===== config.mk =====
export PLATFORM = sky130hd
export DESIGN_NAME = net_rx_packet_buffer_flat
export DESIGN_NICKNAME = d
export VERILOG_FILES = /design/src/rtl/net_rx_packet_buffer_if.sv /design/src/rtl/net_rx_packet_buffer.sv /design/src/flat_wrapper.sv
export SDC_FILE = /design/constraint.sdc
export NUM_CORES = 2
export LEC_CHECK = 0
export BUFFER_PORTS_ARGS = -buffer_cell sky130_fd_sc_hd__buf_2
export CAP_MARGIN = 5
export CORE_ASPECT_RATIO = 2
export CORE_MARGIN = 4
export CORE_UTILIZATION = 42
export DETAILED_ROUTE_END_ITERATION = 8
export PLACE_DENSITY = 0.54
export SLEW_MARGIN = 20
export SYNTH_ARGS = -nofsm -noshare
export SYNTH_HDL_FRONTEND = slang
export SYNTH_MEMORY_MAX_BITS = 65536
export SYNTH_SLANG_ARGS = --single-unit

===== constraint.sdc =====
create_clock -name clock -period 7.6 [get_ports clock]
set_clock_uncertainty 0.1 [all_clocks]
set_input_delay 0.76 -clock clock [delete_from_list [all_inputs] [get_ports clock]]
set_output_delay 0.76 -clock clock [all_outputs]
set_load 0.05 [all_outputs]

===== src/rtl/net_rx_packet_buffer_if.sv =====
// Beat stream bundle (valid/ready plus 64-bit data, byte keep and last).
interface net_rx_packet_buffer_if;
  logic        valid;
  logic        ready;
  logic [63:0] data;
  logic [7:0]  keep;
  logic        last;

  modport master (output valid, output data, output keep, output last, input ready);
  modport slave  (input valid, input data, input keep, input last, output ready);
endinterface


===== src/rtl/net_rx_packet_buffer.sv =====
// Store-and-forward receive buffer: packets become visible only once fully
// written; packets that overflow the remaining space are dropped whole.
module net_rx_packet_buffer #(
  parameter int unsigned DEPTH = 64,
  parameter int unsigned CNT_W = 16
) (
  input  logic                   clock,
  input  logic                   reset,
  net_rx_packet_buffer_if.slave  in_s,
  net_rx_packet_buffer_if.master out_m,
  output logic [CNT_W-1:0]       pkt_count,
  output logic [CNT_W-1:0]       drop_count
);

  localparam int unsigned AW    = $clog2(DEPTH);
  localparam int unsigned PTR_W = AW + 1;

  typedef struct packed {
    logic [63:0] data;
    logic [7:0]  keep;
    logic        last;
  } beat_t;

  typedef enum logic {ST_NORMAL = 1'b0, ST_DROP = 1'b1} state_t;

  beat_t            mem [DEPTH];
  state_t           state_q, state_d;
  logic [PTR_W-1:0] wr_ptr_q, wr_ptr_d;
  logic [PTR_W-1:0] cm_ptr_q, cm_ptr_d;
  logic [PTR_W-1:0] rd_ptr_q, rd_ptr_d;
  logic [PTR_W-1:0] used;
  logic             full;
  logic             mem_we;
  logic             pkt_inc;
  logic             drop_inc;
  logic             rd_fire;
  beat_t            rd_beat;

  assign in_s.ready = 1'b1;

  // Occupancy from registered pointers only; a same-cycle read does not free space.
  assign used = wr_ptr_q - rd_ptr_q;
  assign full = (used == PTR_W'(DEPTH));

  // Read side: committed region is [rd_ptr, cm_ptr).
  assign rd_beat     = mem[rd_ptr_q[AW-1:0]];
  assign out_m.valid = (rd_ptr_q != cm_ptr_q);
  assign out_m.data  = rd_beat.data;
  assign out_m.keep  = rd_beat.keep;
  assign out_m.last  = rd_beat.last;
  assign rd_fire     = out_m.valid & out_m.ready;

  // Next-state: speculative write, commit on last, rewind and drop on overflow.
  always_comb begin
    state_d  = state_q;
    wr_ptr_d = wr_ptr_q;
    cm_ptr_d = cm_ptr_q;
    rd_ptr_d = rd_ptr_q;
    mem_we   = 1'b0;
    pkt_inc  = 1'b0;
    drop_inc = 1'b0;

    if (rd_fire) begin
      rd_ptr_d = rd_ptr_q + PTR_W'(1);
    end

    if (in_s.valid) begin
      case (state_q)
        ST_NORMAL: begin
          if (!full) begin
            mem_we   = 1'b1;
            wr_ptr_d = wr_ptr_q + PTR_W'(1);
            if (in_s.last) begin
              cm_ptr_d = wr_ptr_q + PTR_W'(1);
              pkt_inc  = 1'b1;
            end
          end else begin
            wr_ptr_d = cm_ptr_q;
            if (in_s.last) begin
              drop_inc = 1'b1;
            end else begin
              state_d = ST_DROP;
            end
          end
        end
        ST_DROP: begin
          wr_ptr_d = cm_ptr_q;
          if (in_s.last) begin
            drop_inc = 1'b1;
            state_d  = ST_NORMAL;
          end
        end
        default: state_d = ST_NORMAL;
      endcase
    end
  end

  // State, pointer and saturating counter registers.
  always_ff @(posedge clock) begin
    if (reset) begin
      state_q    <= ST_NORMAL;
      wr_ptr_q   <= '0;
      cm_ptr_q   <= '0;
      rd_ptr_q   <= '0;
      pkt_count  <= '0;
      drop_count <= '0;
    end else begin
      state_q  <= state_d;
      wr_ptr_q <= wr_ptr_d;
      cm_ptr_q <= cm_ptr_d;
      rd_ptr_q <= rd_ptr_d;
      if (pkt_inc && (pkt_count != '1)) begin
        pkt_count <= pkt_count + CNT_W'(1);
      end
      if (drop_inc && (drop_count != '1)) begin
        drop_count <= drop_count + CNT_W'(1);
      end
    end
  end

  // Beat storage; entries are written once and never modified afterwards.
  always_ff @(posedge clock) begin
    if (mem_we) begin
      mem[wr_ptr_q[AW-1:0]] <= '{data: in_s.data, keep: in_s.keep, last: in_s.last};
    end
  end

endmodule


===== src/flat_wrapper.sv =====
// flat-port wrapper written by rule: the top's interface ports become plain ports
module net_rx_packet_buffer_flat 
#(
  parameter int unsigned DEPTH = 64,
  parameter int unsigned CNT_W = 16
)
  (clock, reset, pkt_count, drop_count, in_s_valid, in_s_data, in_s_keep, in_s_last, in_s_ready, out_m_valid, out_m_data, out_m_keep, out_m_last, out_m_ready);
  net_rx_packet_buffer_if in_s_i ();
  net_rx_packet_buffer_if out_m_i ();
  input  logic clock;
  input  logic reset;
  output logic [CNT_W-1:0] pkt_count;
  output logic [CNT_W-1:0] drop_count;
  input wire logic [$bits(in_s_i.valid)-1:0] in_s_valid;
  input wire logic [$bits(in_s_i.data)-1:0] in_s_data;
  input wire logic [$bits(in_s_i.keep)-1:0] in_s_keep;
  input wire logic [$bits(in_s_i.last)-1:0] in_s_last;
  output wire logic [$bits(in_s_i.ready)-1:0] in_s_ready;
  output wire logic [$bits(out_m_i.valid)-1:0] out_m_valid;
  output wire logic [$bits(out_m_i.data)-1:0] out_m_data;
  output wire logic [$bits(out_m_i.keep)-1:0] out_m_keep;
  output wire logic [$bits(out_m_i.last)-1:0] out_m_last;
  input wire logic [$bits(out_m_i.ready)-1:0] out_m_ready;
  assign in_s_i.valid = in_s_valid;
  assign in_s_i.data = in_s_data;
  assign in_s_i.keep = in_s_keep;
  assign in_s_i.last = in_s_last;
  assign in_s_ready = in_s_i.ready;
  assign out_m_valid = out_m_i.valid;
  assign out_m_data = out_m_i.data;
  assign out_m_keep = out_m_i.keep;
  assign out_m_last = out_m_i.last;
  assign out_m_i.ready = out_m_ready;
  net_rx_packet_buffer #(.DEPTH(DEPTH), .CNT_W(CNT_W)) u_core (.clock(clock), .reset(reset), .in_s(in_s_i), .out_m(out_m_i), .pkt_count(pkt_count), .drop_count(drop_count));
endmodule

; After elaboration in Yosys (flattened, before gate mapping)
; Memories as Yosys holds them, arrays and structs flattened. A register that Yosys moved wholly into a read port is not among the register bits.
; Index checks and enable logic that the tools add are counted.
[word_totals]
ff_bits = 54
ramBits = 4672
in_bits = 77
output_inout_bits = 107
word_cells = 41
mem_count = 1
[memory_table]
columns = name, depth, width, read_ports, rd_clocked_by_memory_dff, write_ports, line_no
row1 = u_core.mem, 64, 73, 1, 1, 1, net_rx_packet_buffer.sv:26  ; beat_t mem [DEPTH];
[classes]
add_sub_neg = 5
eq_ne = 4
muxes = 19
bitwise = 3
reduce_logical = 3
[ops]
columns = cell, n
row1 = $add 16x1->16 const B, 2
row2 = $ne 16x16->1 const B, 2
row3 = $add 7x1->7 const B, 2
row4 = $pmux 7 s2, 1
row5 = $mux 1, 13
row6 = $mux 6, 2
row7 = $eq 7x7->1 const B, 1
row8 = $mux 7, 1
row9 = $ne 7x7->1, 1
row10 = $sub 7x7->7, 1
row11 = $pmux 1 s2, 2
row12 = $reduce_and 4->1, 1
row13 = $logic_and 1x1->1, 2
row14 = $not 1->1, 2
row15 = $and 1x1->1, 1

; Depth between registers and ports, before layout
[logic_depth]
ltp_word = 7
depth_mapped = 11
ltp_nobuf = 8

; Least setup slack after synthesis
; Ideal clock, no wire load.
[synth_timing]
path_type = flip-flop to flip-flop
start = register u_core.rd_ptr_q[4]
end = memory u_core.mem[63][0] (netlist bit), enable pin
setup_ns = 0.505
arrival_ns = 5.189
t_required_ns = 6.995
slack_ns = 1.806
path_stages_with_launch = 10
n_path_buf = 1
synth_period_minus_slack_ns = 5.794
cell_sequence = dfxtp_1 > inv_1 > ha_1 > and4_1 > o21ai_1 > nand4_1 > a31oi_4 > buf_2 > nand3_1 > nor2_1
[synth_via]
elab_chain_cells = 7
[synth_rtl]
columns = element, line_no
row1 = start: declaration, net_rx_packet_buffer.sv:30  ; logic [PTR_W-1:0] rd_ptr_q, rd_ptr_d;
row2 = start signal: assignment, net_rx_packet_buffer.sv:111  ; rd_ptr_q <= rd_ptr_d;
row3 = $sub 7x7->7, net_rx_packet_buffer.sv:42  ; assign used = wr_ptr_q - rd_ptr_q;
row4 = $eq 7x7->1, net_rx_packet_buffer.sv:43  ; assign full = (used == PTR_W'(DEPTH));
row5 = $mux 1, net_rx_packet_buffer.sv:70  ; if (!full) begin
row6 = $mux 1, net_rx_packet_buffer.sv:68  ; case (state_q)
row7 = $mux 1, net_rx_packet_buffer.sv:67  ; if (in_s.valid) begin
row8 = $mux 1, net_rx_packet_buffer.sv:123  ; if (mem_we) begin
row9 = $mux 1 (implied by the code), net_rx_packet_buffer.sv:124  ; mem[wr_ptr_q[AW-1:0]] <= '{data: in_s.data, keep: in_s.keep, last: in_s.last};
row10 = end: declaration, net_rx_packet_buffer.sv:26
; Every way passes these cells.

==> flow_summary_export.csv <==
group,metric,value,unit
cells_and_area,design_area,204000,um2
placed_design,place_hpwl,276000,um
worst_setup_path,cp-end-kind,"output pin",
synth,synthArstFlopShare,0,%
worst_setup_path,cp.arrival,5.07,ns
route,wl_met1,185000,um
clock_network,cts_resized,0,
die,die-width,472,um
min_path,min_from,"in_s_data[26]",
cells_and_area,syn_to_final_growth,12.9,%
sta,rsz0062_at_grt,"false",
clock_network,cts_tree,"done",
sta,slew_viol_final,0,
sta,fin_crit_sh,78.0,%
cells_and_area,stdcell_count,14100,
min_path,holdPathEnd,"u_core.mem[32][35]",
synth,avgSynthCellArea,23.6,um2
die,die_area,442000,um2
route,drt-total-wl,507000,um
route,vias,84900,
sta,post-route-min-period,5.93,ns
cells_and_area,nets,8190,
synth,syn_inst,7675,
synth,ys_seq_area_share,78.3,%
min_path,hold_depth,1,
sta,finalHoldViolCount,0,
worst_setup_path,worstPathMaxFanout,53,
clock_network,post_cts_buffers,0,
min_path,hold_path_class,"in2reg",
synth,ys.flop_type,"edfxtp_1",
clock_network,cts.htree.levels,5,
status,status,"complete, no violations",
synth,synthSimpleGateAreaFrac,1.36,%
worst_setup_path,r2r_end,"u_core.mem[36][41]",
route,drt_pass1_iterations,6,
worst_setup_path,r2r_cells,8,
synth,yosysUniqueCellTypes,57,
route,drtIter0Drc,8586,
worst_setup_path,r2r-start,"u_core.wr_ptr_q[4]",
placed_design,placed_area,191000,um2
route,ant_nets,0,
synth,synth-xor-area-share,0.102,%
global_routing,overflow,0,
clock_network,cts_buffer_depth,4,
clock_network,clock_latency,0.94,ns
synth,synthesis.nets,7762,
worst_setup_path,crit_type,"reg2out",
worst_setup_path,r2r_slack,2.44,ns
global_routing,grt_pass1_vias,88500,
sta,setup_viol,0,
global_routing,antenna_found_initial,26,
job,maxCapViolCount,0,
clock_network,cts.sinks,4732,
route,wl_met3,26400,um
die,num_rows,340,
sta,fin_setup_tns,0,ns
global_routing,grt_use_total,22.8,%
sta,worstMarginPinSlew,1.16,ns
worst_setup_path,required,6.74,ns
placed_design,placed_cells,13300,
global_routing,grt_max_degree,114,
cells_and_area,final_cell_mix,"edfxtp_1, mux4_2, clkbuf_16",
worst_setup_path,critPathLaunchType,"flop",
power,power.leakage,60.8,nW
route,vias_per_cell,6.02,
clock_network,clk_pin_slew,0.06,ns
synth,synthMuxAreaShare,17.2,%
synth,yosys_warnings,0,
cells_and_area,layout-drive-gt1-share,28.7,%
synth,netlist_area,181000,um2
cells_and_area,layout_commonest_cell,"edfxtp_1",
power,powerDensity,306,nW/um2
power,peakVddDrop,0.194,mV
die,core_region_area,429000,um2
clock_network,cts-root-buf,"clkbuf_16",
clock_network,cts_hold_repair.buffers,0,
clock_network,cts_buffers,415,
route,route.detailed.drc,0,
route,wl_per_cell,36.0,um
synth,synthAdderAreaFrac,0.0692,%
placed_design,port-buffer-count,182,
die,start_util,42.2,%
die,ioPinCount,184,
route,wl_met2,278000,um
synth,synth_top_family_by_area,"multiplexers",
die,die_h,936,um
synth,ys_ff_latch,4732,
synth,synth-compound-area-share,1.97,%
synth,synth_edf_count,4672,
sta,relSlewSlack,22.9,%
global_routing,grt_pass1_wl,706000,um
route,top_layer,"met5",
sta,timing.fmax,169,MHz
placed_design,routabilityCongestion,0.777,
-- per-layer routing --
layer	vias up	global-route usage (%)
met5	-	0
met4	8	7.25
met3	783	2.83
met2	2897	42.1
met1	47400	27.7
li1	33800	-
-- final cells by class --
cell class                 count  area, um2
multi-input combinational   2496      37900
clock buffer                 486      10800
timing repair buffer         444       4210
inverter                      14       52.6
antenna                        8       20.0
sequential                  4732     142000
clock inverter               265       2510
tap                         5643       7060
fill                       34800     225000
-- through the flow --
| step | util (%) | hold slack, ns | power (mW) | setup WS (ns) |
|---|---|---|---|---|
| global route | 47.6 | 0.118 | 64.8 | 1.44 |
| CTS | 47.6 | 0.119 | 63.3 | 1.44 |
| finish | 47.6 | 0.159 | 62.5 | 1.67 |
| floorplan | - | 0.360 | 38.3 | 1.81 |
| detailed placement | 44.4 | 0.380 | 42.3 | 1.98 |
| global placement | 44.4 | 0.373 | 42.2 | 2.01 |
-- sequential cells by signal, indices dropped and copies added, names as in the netlist, named ones only --
register	cells
u_core.cm_ptr_q	7
u_core.drop_count	16
u_core.mem	4672
u_core.pkt_count	16
u_core.rd_ptr_q	7
u_core.state_q	1
u_core.wr_ptr_q	7
-- cell families after synthesis --
logic type,count (synthesis)
compound gates,534
xor+xnor,21
fa+ha+maj,10
buf+inv,447
flops,4732
mux,1464
other cells,1
simple gates,466
-- worst max-delay path: stages (launching register included) --
cell,delay (ns)
dfxtp_4,0.89
buf_4,0.90
mux4_2,0.43
nor2b_1,0.15
a211oi_1,0.40
a21oi_1,0.15
a22oi_1,0.60
nand2_1,0.28
buf_2,0.29
-- cell usage after synthesis, types with 3 or more instances --
cell type,n,area [um2]
a211oi_1,154,1160
a21oi_1,180,901
a22oi_1,146,1100
a31oi_1,5,31.3
and2_1,5,31.3
and3_1,6,37.5
and4_1,6,52.6
buf_1,62,233
buf_2,124,621
buf_4,3,22.5
clkbuf_1,242,908
dfxtp_1,60,1200
edfxtp_1,4672,140000
ha_1,10,125
inv_1,13,48.8
mux2i_1,148,1480
mux4_2,1314,29600
nand2_1,99,372
nand2b_1,5,31.3
nand3_1,26,130
nand3b_1,5,37.5
nand4_1,14,87.6
nor2_1,98,368
nor2b_1,156,976
nor3_1,5,25.0
o211ai_1,3,22.5
o21ai_0,14,70.1
o31ai_1,18,135
or3_1,12,75.1
or4_1,18,135
xnor2_1,9,78.8
xor2_1,12,105
-- worst max-delay path by stage --
stage                            start            endpoint  cells past startpoint
finish                            flop      out_m_data[42]                      8
global route                      flop      out_m_data[29]                      7
CTS                               flop      out_m_data[29]                      7
detailed placement  u_core.wr_ptr_q[4]  u_core.mem[23][64]                      8
global placement    u_core.wr_ptr_q[4]  u_core.mem[23][64]                      8
floorplan           u_core.rd_ptr_q[4]   u_core.mem[63][0]                      9
-- where the power goes --
| part | switching [mW] | internal [mW] | leakage (nW) |
|---|---|---|---|
| logic | 6.76 | 5.15 | 11.8 |
| registers | 0.253 | 29.2 | 42.5 |
| clock network | 9.50 | 11.6 | 6.48 |
No activity file was read; power rests on OpenSTA's default activity.
